===== src/rtl/wb_arbiter.sv =====
// Writeback merge unit: per-channel FIFOs feed a round-robin arbiter that
// retires at most one result per cycle onto registered register-file write outputs.
module wb_arbiter #(
  parameter  int WIDTH  = 32,
  parameter  int NUM_CH = 4,
  parameter  int DEPTH  = 2,
  localparam int CH_W   = (NUM_CH > 1) ? $clog2(NUM_CH) : 1
) (
  input  logic                    clk,
  input  logic                    rst_n,
  input  logic                    flush,
  input  logic [NUM_CH-1:0]       src_valid,
  output logic [NUM_CH-1:0]       src_ready,
  input  logic [NUM_CH*WIDTH-1:0] src_data,
  input  logic [NUM_CH*5-1:0]     src_rd,
  input  logic [NUM_CH-1:0]       src_wr_en,
  output logic                    wb_valid,
  output logic                    wb_wr_en,
  output logic [4:0]              wb_rd,
  output logic [WIDTH-1:0]        wb_data,
  output logic [CH_W-1:0]         wb_ch,
  output logic                    busy
);

  localparam int PTR_W = (DEPTH > 1) ? $clog2(DEPTH) : 1;
  localparam int CNT_W = $clog2(DEPTH + 1);

  logic [WIDTH-1:0] mem_data_q [NUM_CH][DEPTH];
  logic [4:0]       mem_rd_q   [NUM_CH][DEPTH];
  logic             mem_we_q   [NUM_CH][DEPTH];
  logic [PTR_W-1:0] wr_ptr_q   [NUM_CH];
  logic [PTR_W-1:0] rd_ptr_q   [NUM_CH];
  logic [CNT_W-1:0] cnt_q      [NUM_CH];

  logic [NUM_CH-1:0] nonempty_s;
  logic [NUM_CH-1:0] full_s;
  logic [NUM_CH-1:0] push_s;
  logic [NUM_CH-1:0] pop_s;
  logic              grant_vld_s;
  logic [CH_W-1:0]   grant_s;
  logic [WIDTH-1:0]  ent_data_s;
  logic [4:0]        ent_rd_s;
  logic              ent_we_s;

  logic [CH_W-1:0]   rr_ptr_q, rr_ptr_d;
  logic              wb_valid_q, wb_valid_d;
  logic              wb_wr_en_q, wb_wr_en_d;
  logic [4:0]        wb_rd_q, wb_rd_d;
  logic [WIDTH-1:0]  wb_data_q, wb_data_d;
  logic [CH_W-1:0]   wb_ch_q, wb_ch_d;

  // Channel index offs positions after base, wrapping at NUM_CH.
  function automatic logic [CH_W-1:0] rr_index(input logic [CH_W-1:0] base,
                                               input int unsigned offs);
    int unsigned sum;
    sum = 32'(base) + offs;
    return CH_W'(sum % 32'(NUM_CH));
  endfunction

  // Occupancy flags from registered counts.
  always_comb begin
    nonempty_s = '0;
    full_s     = '0;
    for (int i = 0; i < NUM_CH; i++) begin
      nonempty_s[i] = (cnt_q[i] != '0);
      full_s[i]     = (cnt_q[i] == CNT_W'(DEPTH));
    end
  end

  assign src_ready = ~full_s & {NUM_CH{~flush & rst_n}};
  assign push_s    = src_valid & src_ready;
  assign busy      = |nonempty_s;

  // Round-robin pick: scanning downward lets the closest candidate to rr_ptr win.
  always_comb begin
    grant_vld_s = 1'b0;
    grant_s     = '0;
    for (int k = NUM_CH - 1; k >= 0; k--) begin
      grant_vld_s = grant_vld_s | nonempty_s[rr_index(rr_ptr_q, k)];
      grant_s     = nonempty_s[rr_index(rr_ptr_q, k)] ? rr_index(rr_ptr_q, k) : grant_s;
    end
  end

  // Single pop strobe for the granted channel.
  always_comb begin
    pop_s          = '0;
    pop_s[grant_s] = grant_vld_s & ~flush;
  end

  assign ent_data_s = mem_data_q[grant_s][rd_ptr_q[grant_s]];
  assign ent_rd_s   = mem_rd_q[grant_s][rd_ptr_q[grant_s]];
  assign ent_we_s   = mem_we_q[grant_s][rd_ptr_q[grant_s]];

  // Per-channel FIFO storage, pointers and counts.
  always_ff @(posedge clk or negedge rst_n) begin
    if (!rst_n) begin
      for (int i = 0; i < NUM_CH; i++) begin
        wr_ptr_q[i] <= '0;
        rd_ptr_q[i] <= '0;
        cnt_q[i]    <= '0;
        for (int j = 0; j < DEPTH; j++) begin
          mem_data_q[i][j] <= '0;
          mem_rd_q[i][j]   <= 5'd0;
          mem_we_q[i][j]   <= 1'b0;
        end
      end
    end else if (flush) begin
      for (int i = 0; i < NUM_CH; i++) begin
        wr_ptr_q[i] <= '0;
        rd_ptr_q[i] <= '0;
        cnt_q[i]    <= '0;
      end
    end else begin
      for (int i = 0; i < NUM_CH; i++) begin
        if (push_s[i]) begin
          mem_data_q[i][wr_ptr_q[i]] <= src_data[i*WIDTH +: WIDTH];
          mem_rd_q[i][wr_ptr_q[i]]   <= src_rd[i*5 +: 5];
          mem_we_q[i][wr_ptr_q[i]]   <= src_wr_en[i];
          wr_ptr_q[i]                <= wr_ptr_q[i] + PTR_W'(1);
        end
        if (pop_s[i]) begin
          rd_ptr_q[i] <= rd_ptr_q[i] + PTR_W'(1);
        end
        case ({push_s[i], pop_s[i]})
          2'b10:   cnt_q[i] <= cnt_q[i] + CNT_W'(1);
          2'b01:   cnt_q[i] <= cnt_q[i] - CNT_W'(1);
          default: cnt_q[i] <= cnt_q[i];
        endcase
      end
    end
  end

  // Retire the granted entry; x0 and non-writing entries retire without a write.
  always_comb begin
    rr_ptr_d   = rr_ptr_q;
    wb_valid_d = 1'b0;
    wb_wr_en_d = 1'b0;
    wb_rd_d    = wb_rd_q;
    wb_data_d  = wb_data_q;
    wb_ch_d    = wb_ch_q;
    if (grant_vld_s && !flush) begin
      wb_valid_d = 1'b1;
      wb_wr_en_d = ent_we_s && (ent_rd_s != 5'd0);
      wb_rd_d    = ent_rd_s;
      wb_data_d  = ent_data_s;
      wb_ch_d    = grant_s;
      rr_ptr_d   = rr_index(grant_s, 1);
    end else begin
      rr_ptr_d   = rr_ptr_q;
    end
  end

  // Output and arbitration pointer registers.
  always_ff @(posedge clk or negedge rst_n) begin
    if (!rst_n) begin
      rr_ptr_q   <= '0;
      wb_valid_q <= 1'b0;
      wb_wr_en_q <= 1'b0;
      wb_rd_q    <= 5'd0;
      wb_data_q  <= '0;
      wb_ch_q    <= '0;
    end else begin
      rr_ptr_q   <= rr_ptr_d;
      wb_valid_q <= wb_valid_d;
      wb_wr_en_q <= wb_wr_en_d;
      wb_rd_q    <= wb_rd_d;
      wb_data_q  <= wb_data_d;
      wb_ch_q    <= wb_ch_d;
    end
  end

  assign wb_valid = wb_valid_q;
  assign wb_wr_en = wb_wr_en_q;
  assign wb_rd    = wb_rd_q;
  assign wb_data  = wb_data_q;
  assign wb_ch    = wb_ch_q;

endmodule


===== config.mk =====
export PLATFORM = sky130hd
export DESIGN_NAME = wb_arbiter
export DESIGN_NICKNAME = d
export VERILOG_FILES = /design/src/rtl/wb_arbiter.sv
export SDC_FILE = /design/constraint.sdc
export NUM_CORES = 1
export LEC_CHECK = 0
export ABC_AREA = 1
export CAP_MARGIN = 20
export CORE_MARGIN = 2
export CORE_UTILIZATION = 45
export DETAILED_ROUTE_END_ITERATION = 10
export PLACE_DENSITY_LB_ADDON = 0.3
export SETUP_SLACK_MARGIN = 0.4
export SLEW_MARGIN = 20
export SYNTH_ARGS = -nofsm -noshare
export SYNTH_HDL_FRONTEND = slang
export SYNTH_SLANG_ARGS = --single-unit
export TNS_END_PERCENT = 20

===== constraint.sdc =====
create_clock -name clk -period 2.3 [get_ports clk]
set_input_delay 0.23 -clock clk [delete_from_list [all_inputs] [get_ports clk]]
set_output_delay 0.23 -clock clk [all_outputs]
set_load 0.02 [all_outputs]

==> summary.txt <==
Critical path
  • CP Class: flip-flop to flip-flop
  • Crit path max fanout: 38
  • Worst setup startpoint: rr_ptr_q[0]$_DFFE_PN0P_
  • Worst path max stage delay: 0.46 ns
  • R2r worst-path depth: 16
  • CP cell instances: buf_4 -> nand2_2 -> nand2_1 -> a21oi_2 -> nand3_4 -> nand2_8 -> buf_16 -> nand2_1 -> nand3_1 -> nand2_1 -> inv_1 -> nand2_1 -> nand2_2 -> nand3_1 -> nor2_1 -> nor2_1
  • R2R Path Start: rr_ptr_q[0]$_DFFE_PN0P_
  • CP Capture Type: flip-flop
  • Reg-to-Reg End: wb_wr_en$_DFF_PN0_
  • Critical Path AT: 2.78 ns
  • Flop2flop setup slack: -0.06 ns
  • Crit path launch type: flip-flop
  • WP buf/inv: 3
  • CP top delay family: simple AND/OR/NAND/NOR gates
  • Most used cell along the critical path: nand2_1
  • CP required: 2.72 ns
  • Slowest stage cell on the critical path: dfrtp_2

STA
  • Worst slew margin: 0.267
  • RSZ-0062 raised after global routing: yes
  • Final min period: 2.36 ns
  • Fin. Hold Viols: 0
  • Fin. max-slew vios: 0
  • Worst-Margin Slew: 1.10 ns
  • Fin crit share: 1.03
  • Worst Clk Skew: 0.0232 ns
  • Final worst slack: -0.0627 ns
  • TNS Setup: -0.157 ns
  • Final setup violation count: 10
  • Fmax: 0.423 GHz

Cells and area
  • Layout cells sized above 1: 0.223
  • Final Non-Filler Cells: 2616
  • Synth-to-Final Area Change: 34.6%
  • Post-route cell area: 22600 sq um
  • Final #Nets: 2274

Die
  • Die area: 38800 sq um
  • Ports: 205
  • FP Rows: 70
  • Core ar.: 36600 sq um
  • Die X-Extent: 197 um
  • Initial Utilization: 0.458
  • Die Ht: 197 um

Global route
  • Met1 Use GR: 0.354
  • Aggregate global-route resource usage: 0.267
  • Vias in the first global route: 14500
  • Met3 Resource Use GR: 0.0485
  • Largest net degree at the start of global routing: 181
  • Initial antenna violation count: 6
  • GRT met2 Usage: 0.432
  • Grt peak-use layer: met2
  • First-pass GRT wire length: 80.2 mm
  • Grt ovf: 0

Yosys
  • Synth Instances: 1862
  • Syn_nets: 2025
  • Synthesized area: 16800 sq um
  • #FFs+latches synth: 363
  • Synth unique cells: 30
  • YS warnings: 0
  • Post-Syn Area per Cell: 9.01 sq um
  • Seq/Total Area, Yosys: 0.542

Detailed routing
  • DR vias/cell: 5.49
  • Via count: 14400
  • DR iter-0 viols: 1012
  • Routed length per placed instance: 20.3 um
  • Drc violations: 0
  • Pre-Repair DR Iteration Count: 5
  • Total routed wirelength: 53.1 mm
  • Final ANT Viol Nets: 0

Clocking
  • CTS tree: yes
  • Clock Tree Root: clkbuf_16
  • CTS max path bufs: 3
  • CTS clock-pin slew for the worst setup and hold paths: 0.06 ns
  • CTS sink count: 363
  • CTS Buf Count: 40
  • Clock Latency Late Sink: 0.54 ns
  • H-tree lvl count: 2

Place
  • IO buf count: 204
  • HPWL Detailed: 32.1 mm
  • Placed cells: 2494
  • Dpl cell area: 19900 sq um
  • RD Place Congestion: 0.847

Outcome
  • Failing checks: negative setup slack
  • Status: finished, violations left

Flow run
  • Maxcap violations: 0

Min path
  • Worst min-delay path category: input pin to async pin
synthesized netlist by cell type (all sizes together):
cell type | instances | area [sq um]
clkbuf | 43 | 161
mux2 | 155 | 1750
buf | 70 | 413
o21ai | 273 | 1370
clkinv | 2 | 7.51
mux2i | 1 | 10.0
xor2 | 3 | 26.3
nand4 | 1 | 6.26
o22ai | 2 | 12.5
a31oi | 2 | 12.5
nand3 | 129 | 663
inv | 140 | 526
a21oi | 74 | 370
nand3b | 2 | 15.0
nor2 | 49 | 189
nand2 | 544 | 2060
ha | 4 | 50.1
xnor2 | 4 | 35.0
dfrtp | 363 | 9080
o211ai | 1 | 12.5
worst min-delay path: stages:
cell	delay, ns
buf_8	0.07
dlygate4sd3_1	0.55
buf_4	0.34
what timing repair did:
action                                  4_1_cts  5_1_grt
setup buffers                                16       11
pin swaps                                    20       30
hold endpoints to repair                     22        0
gates cloned                                  9        6
endpoints found under the setup margin       59      229
hold buffers                                  1        0
gates resized for setup                      73      105
per-stage QoR:
step,utilization,worst slack [ns],hold slack (ns)
floorplan,-,0.178,-0.0656
global route,0.616,-0.147,0.279
detailed placement,0.544,-0.111,0.249
finish,0.617,-0.0627,0.261
global placement,0.544,0.00413,0.251
CTS,0.601,0.0489,0.236
worst max path at each step:
| stage | end | slack [ns] | cells past startpoint |
|---|---|---|---|
| 3_3_place_gp | wb_wr_en$_DFF_PN0_ | 0.004 | 15 |
| 4_1_cts | src_ready[1] | 0.05 | 4 |
| 6_report | wb_wr_en$_DFF_PN0_ | -0.06 | 16 |
| 2_1_floorplan | cnt_q[4]$_DFFE_PN0P_ | 0.18 | 16 |
| 3_5_place_dp | wb_wr_en$_DFF_PN0_ | -0.11 | 15 |
| 5_1_grt | wb_wr_en$_DFF_PN0_ | -0.15 | 18 |
final cells by class:
class,instances,area (sq um)
Fill cell,3010,14000
Sequential cell,363,9090
Inverter,142,568
Tap cell,468,586
Antenna cell,6,15.0
Clock buffer,53,1150
Timing Repair inverter,1,8.76
Timing Repair Buffer,319,3700
Clock inverter,20,231
Multi-Input combinational cell,1244,7220
kinds of logic (layout without fill, tap and decap cells):
logic type,count (synthesis),after routing,synth area share
other,0,6,0
adder cells (fa/ha/maj),4,4,0.00298
multiplexers,156,156,0.105
AND/OR/NAND/NOR,725,725,0.175
buffers and inverters,255,535,0.0660
XOR/XNOR,7,7,0.00366
AO/OA/AOI/OAI,352,352,0.106
flip-flops,363,363,0.542
placed cells by master (no fill, tap or decap), drive strengths merged, types with 2 or more instances in the layout:
cell type and n:
ha 4, clkinvlp 2, xnor2 4, clkbuf 60, a31oi 2, nand3b 2
nand3 129, buf 110, a21oi 74, diode 6, clkdlybuf4s50 199, o21ai 273
clkinv 16, xor2 3, dfrtp 363, mux2 155, nor2 49, o22ai 2
inv 141, bufinv 4, nand2 544
flip-flops by register name, indices dropped and copies added (netlist names):
register / count
mem_rd_q: 40
rd_ptr_q: 4
wb_data: 32
wb_rd: 5
rr_ptr_q: 2
wb_wr_en: 1
wb_ch: 2
wb_valid: 1
mem_data_q: 256
wr_ptr_q: 4
mem_we_q: 8
cnt_q: 8
per-layer routing:
| metal | routed length (um) | up-vias |
|---|---|---|
| met3 | 4030 | 141 |
| met5 | 0 | - |
| met1 | 21700 | 7004 |
| met2 | 25000 | 626 |
| met4 | 2300 | 0 |
| li1 | - | 6584 |
Power is not shown: default switching activity piles up to over one toggle a cycle in this logic, so the estimate is an artifact.
